===== config.mk =====
export PLATFORM = sky130hd
export DESIGN_NAME = irq_encoder_16x4
export DESIGN_NICKNAME = d
export VERILOG_FILES = /design/src/rtl/irq_encoder_16x4.sv
export SDC_FILE = /design/constraint.sdc
export NUM_CORES = 1
export LEC_CHECK = 0
export BUFFER_PORTS_ARGS = -buffer_cell sky130_fd_sc_hd__buf_2
export CORE_UTILIZATION = 42
export CTS_BUF_LIST = sky130_fd_sc_hd__clkbuf_4
export DETAILED_ROUTE_END_ITERATION = 10
export GPL_ROUTABILITY_DRIVEN = 0
export GPL_TIMING_DRIVEN = 0
export PLACE_DENSITY_LB_ADDON = 0.08
export SLEW_MARGIN = 20
export SYNTH_ARGS = -nofsm -noshare
export SYNTH_HDL_FRONTEND = slang
export SYNTH_SLANG_ARGS = --single-unit

===== constraint.sdc =====
create_clock -name CLK -period 2 [get_ports CLK]
set_input_delay 0.3 -clock CLK [delete_from_list [all_inputs] [get_ports CLK]]
set_output_delay 0.3 -clock CLK [all_outputs]
set_load 0.01 [all_outputs]

===== src/rtl/irq_encoder_16x4.sv =====
// Sticky 16-line interrupt request encoder: latches requests, presents one
// eligible index at a time as CODE/VALID and retires it on ACK.
module irq_encoder_16x4 #(
    parameter bit LOW_FIRST = 1'b1
) (
    input  logic        CLK,
    input  logic        RST,
    input  logic [15:0] REQ,
    input  logic [15:0] MASK,
    input  logic        ACK,
    output logic        VALID,
    output logic [3:0]  CODE,
    output logic [15:0] PENDING
);

    localparam logic [0:0] S_IDLE    = 1'b0;
    localparam logic [0:0] S_PRESENT = 1'b1;

    logic [0:0]  state;
    logic [15:0] pending;
    logic [3:0]  code;
    logic [15:0] elig;
    logic [15:0] clr;
    logic [3:0]  win;
    logic        retire;

    assign elig   = pending & ~MASK;
    assign retire = (state == S_PRESENT) && ACK;
    assign clr    = retire ? (16'b1 << code) : 16'b0;

    // The last assignment in the scan wins, so scan order sets priority.
    generate
        if (LOW_FIRST) begin : g_low_first
            always_comb begin
                win = 4'd0;
                for (int i = 15; i >= 0; i--)
                    if (elig[i]) win = 4'(i);
            end
        end else begin : g_high_first
            always_comb begin
                win = 4'd0;
                for (int i = 0; i < 16; i++)
                    if (elig[i]) win = 4'(i);
            end
        end
    endgenerate

    always_ff @(posedge CLK) begin
        if (RST) begin
            state   <= S_IDLE;
            pending <= 16'h0000;
            code    <= 4'd0;
        end else begin
            // Set wins over clear: a re-request in the ACK cycle stays pending.
            pending <= (pending & ~clr) | REQ;
            case (state)
                S_IDLE: begin
                    if (|elig) begin
                        code  <= win;
                        state <= S_PRESENT;
                    end
                end
                S_PRESENT: begin
                    if (ACK) state <= S_IDLE;
                end
                default: state <= S_IDLE;
            endcase
        end
    end

    assign VALID   = (state == S_PRESENT);
    assign CODE    = code;
    assign PENDING = pending;

endmodule


[Yosys cells after proc, flatten, opt, wreduce, memory -nomap -nowiden]
Cells that the tools add are included.
Widths: inputs -> output; s select.
Storage, ports and cells
  output and inout port bits: 21
  bits of input ports: 35
  bits in registers: 21
Operators by class
  bitwise logic cells: 6
  reductions and logical operators: 3
  multiplexer cells: 20
  shift operators: 1
Operator list (count)
  $mux 4: 16
  $and 16x16->16: 2
  $not 16->16: 2
  $mux 16: 1
  $or 16x16->16: 1
  $reduce_or 16->1: 1
  $shl 1x4->16 const A: 1
  $mux 1: 2
  $pmux 1 s2: 1
  $reduce_and 2->1: 1
  $logic_and 1x1->1: 1
  $not 1->1: 1

[Longest topological paths before layout]
  depth in word-level cells: 18
  gate-level depth with buffers: 5

[Least setup slack after synthesis]
OpenSTA, ideal clock, no wires.
  path type: reg2reg
  start: register pending[1] (netlist: PENDING[1])
  end: register code[1] (netlist: CODE[1])
  path slack: 29 ps
  stages on the path, launching flop included: 6
  setup time: 67 ps
  data required time: 1933 ps
  clock period less this slack: 1971 ps
  data arrival time: 1904 ps
  path through: dfxtp_1 nor2b_4 or4b_4 or4_4 a211o_1 o21ai_2
Between the ends
  cells in the longest elaborated chain, start to end: 3
Ends and longest elaborated chain
  from (decl): RTL line 20  | logic [15:0] pending;
  from (signal assigned): RTL line 55  | pending <= (pending & ~clr) | REQ;
  $and 16x16->16 *: RTL line 27  | assign elig = pending & ~MASK;
  $reduce_or 16->1 or $mux 4 (tied branches): RTL line 58, 37
  $reduce_and 2->1 (no source line) or $mux 4 (tied branches)
  to (signal assigned): RTL line 59  | code <= win;
  to (decl): RTL line 21  | logic [3:0] code;
Every way passes the cells marked *; elsewhere a longest branch is shown, timed or not.
A chain may end at the register's enable or synchronous reset.

[Worst setup path after layout]
  start: register pending[3] (netlist: PENDING[3])
  end: register code[1] (netlist: CODE[1])
Between the ends
  cells in the longest elaborated chain, start to end: 5
Ends and longest elaborated chain
  $and 16x16->16 *: RTL line 27
  $mux 4 (4 in a row): RTL line 37  | if (elig[i]) win = 4'(i);
Marked as above.

==> flow_summary.ini <==
[outcome]
outcome = completed

[routing]
drt_iter0_markers = 28
vias = 1300
viasPerCell = 5.51
drc = 0
drtAntennaViolNets = 0
wl_per_cell_um = 13.2
wl_mm = 3.10
dr.pass1.iters = 4

[setup_path]
path_class = flop to flop
required_ps = 2250
worstPathArrival_ps = 2180
worst_setup_path_end_kind = flop
r2r_start = PENDING[3]
reg2reg_to = CODE[1]
critPathMaxFanout = 4
r2r_slack_ps = 70
r2r_cells = 5
crit_path_start_kind = flop

[synthesis]
syn-cell-area_um2 = 1110
syn_nets = 182
ys_ff_latch = 21
ys.flop_type = dfxtp_1
yosys_warnings = 0
synth_cell_type_count = 32
ys_seq_area_share_pct = 37.7
async_flop_share_pct = 0
syn_area_per_cell_um2 = 7.58
synthCells = 147
synth_edf_count = 0

[die]
die_y_um = 53.5
ios = 56
row_count = 18
core_area_um2 = 2500
die_w_um = 53.5
start_util_pct = 44.6
dieArea_um2 = 2860

[placement]
placed_area_um2 = 1430
dp_cells = 232
hpwl_mm = 2.42
port_buffers = 55

[global_route]
grt_overflow = 0
grt_antenna_before_repair = 0
grt_max_degree = 13
grt_usage_pct = 23.6
grt_pass1_vias = 1108
grt_pass1_wl_mm = 4.75

[sta]
slew_viol_final = 0
post-route-period-util_pct = 96.4
rsz0062_at_grt = no
setup_viol = 0
worst_pin_slew_ps = 544
hold_viol_final = 0
maxSlewHeadroom_pct = 63.6
clock_skew_ps = 8.87
min_period_ps = 1930
max_clock_freq_ghz = 0.518

[hold_path]
hold_path_depth = 3
hold_class = input pin to flop
min_from = REQ[15]
min_to = PENDING[15]

[pwr]
leakage_nw = 0.667
power_w = 0.000954
peakVddDrop_v = 0.000402
powerDensity_nw_per_um2 = 652

[cells_and_area]
antenna_cells = 0
final_core_util_pct = 58.5
instances_no_fill = 236
final_layout_size_suffix_gt1_share_pct = 32.0
fillCellCount = 256
syn_to_final_growth_pct = 31.2
stdcell_area_um2 = 1460
num-nets-final = 242

[job]
maxCapViolCount = 0

[cts]
cts_max_level = 1
cts-root-buf = clkbuf_4
cts_tree = built
cts_made_buffers = 3
cts.clk_slew.worst_paths_ps = 130
clk_latency_ps = 310
clock_path_buffers = 2
cts_hold_buf = 0
cts_sinks = 21
## how the worst max path moves through the flow
stage / start / end / depth (start not counted)
2_1_floorplan: PENDING[1] / CODE[1] / 5
3_3_place_gp: MASK[2] / CODE[1] / 6
3_5_place_dp: MASK[2] / CODE[1] / 6
4_1_cts: PENDING[1] / CODE[1] / 5
5_1_grt: PENDING[3] / CODE[1] / 5
6_report: PENDING[3] / CODE[1] / 5
## flip-flops by register name, indices dropped and copies added, names as in the netlist
register / flops
PENDING: 16
CODE: 4
VALID: 1
## cell type report
type	count	area [um2]	area share, %
clock buffers	3	22.5	1.54
multi-input cells	117	668	45.7
repair buffers	55	275	18.8
plain buffers	4	15.0	1.03
inverters	5	18.8	1.28
flip-flops and latches	21	420	28.7
well taps	30	37.5	2.57
clock inverters	1	5.00	0.342
## routing by layer
| metal | GRT usage, % | share of wire (%) | routed length [um] |
|---|---|---|---|
| met1 | 30.9 | 45 | 1380 |
| met2 | 36.5 | 47 | 1450 |
| met3 | 3.16 | 7.0 | 216 |
| met4 | 14.0 | 1.7 | 54 |
| met5 | 0 | 0 | 0 |
## cell usage in the layout (no fill, tap or decap), drive strengths merged, types with 2 or more instances in the layout
| cell type | synthesis | layout |
|---|---|---|
| a211oi | 2 | 2 |
| a21oi | 19 | 19 |
| buf | 0 | 55 |
| clkbuf | 4 | 7 |
| dfxtp | 21 | 21 |
| inv | 5 | 5 |
| nand2 | 10 | 10 |
| nand2b | 15 | 15 |
| nand3 | 6 | 6 |
| nand4 | 9 | 9 |
| nand4b | 2 | 2 |
| nor2 | 22 | 22 |
| nor2b | 7 | 7 |
| nor3 | 2 | 2 |
| o21ai | 7 | 7 |
| or3 | 3 | 3 |
## critical path, cell delays in order (launching register included)
cell     delay (ps)
dfxtp_1         340
nor2b_1         160
or4b_4          550
or4_4           460
a211o_1         320
o21ai_2          50
## Yosys cell counts, drive strengths merged (2+ instances only)
library cell,n,area (um2)
nor2,22,82.6
dfxtp,21,420
a21oi,19,95.1
nand2b,15,93.8
nand2,10,37.5
nand4,9,56.3
nor2b,7,51.3
o21ai,7,38.8
nand3,6,30.0
inv,5,18.8
clkbuf,4,15.0
or3,3,20.0
a211oi,2,15.0
nand4b,2,17.5
nor3,2,10.0
## cell families (layout without fill, tap and decap cells)
kind of cell	after synthesis	in the layout	share of synthesized area (%)
buf+inv	9	68	3.03
flops	21	21	37.7
compound gates	36	36	19.4
simple gates	81	81	39.8
## what timing repair did
action / 4_1_cts / 5_1_grt
endpoints found under the setup margin: 1 / 1
gates cloned: 0 / 0
pin swaps: 1 / 0
gates resized for setup: 0 / 1
buffers inserted: 0 / 0
## per-stage QoR
step / setup WS [ps] / setup TNS (ps) / hold slack, ps
after floorplan: 29.3 / 0 / 417
after global placement: 0.437 / 0 / 476
after detailed placement: -17.3 / -17.3 / 492
after CTS: 76.1 / 0 / 175
after global routing: 26.0 / 0 / 177
final: 71.0 / 0 / 180
## power breakdown
| part | switching [W] | internal, W | total, W |
|---|---|---|---|
| sequential | 0.0000338 | 0.000452 | 0.000486 |
| clock | 0.000139 | 0.0000747 | 0.000214 |
| combinational | 0.000141 | 0.000113 | 0.000254 |
| total | 0.000314 | 0.000640 | 0.000954 |
Note: power is estimated with default switching activity, not from simulation.
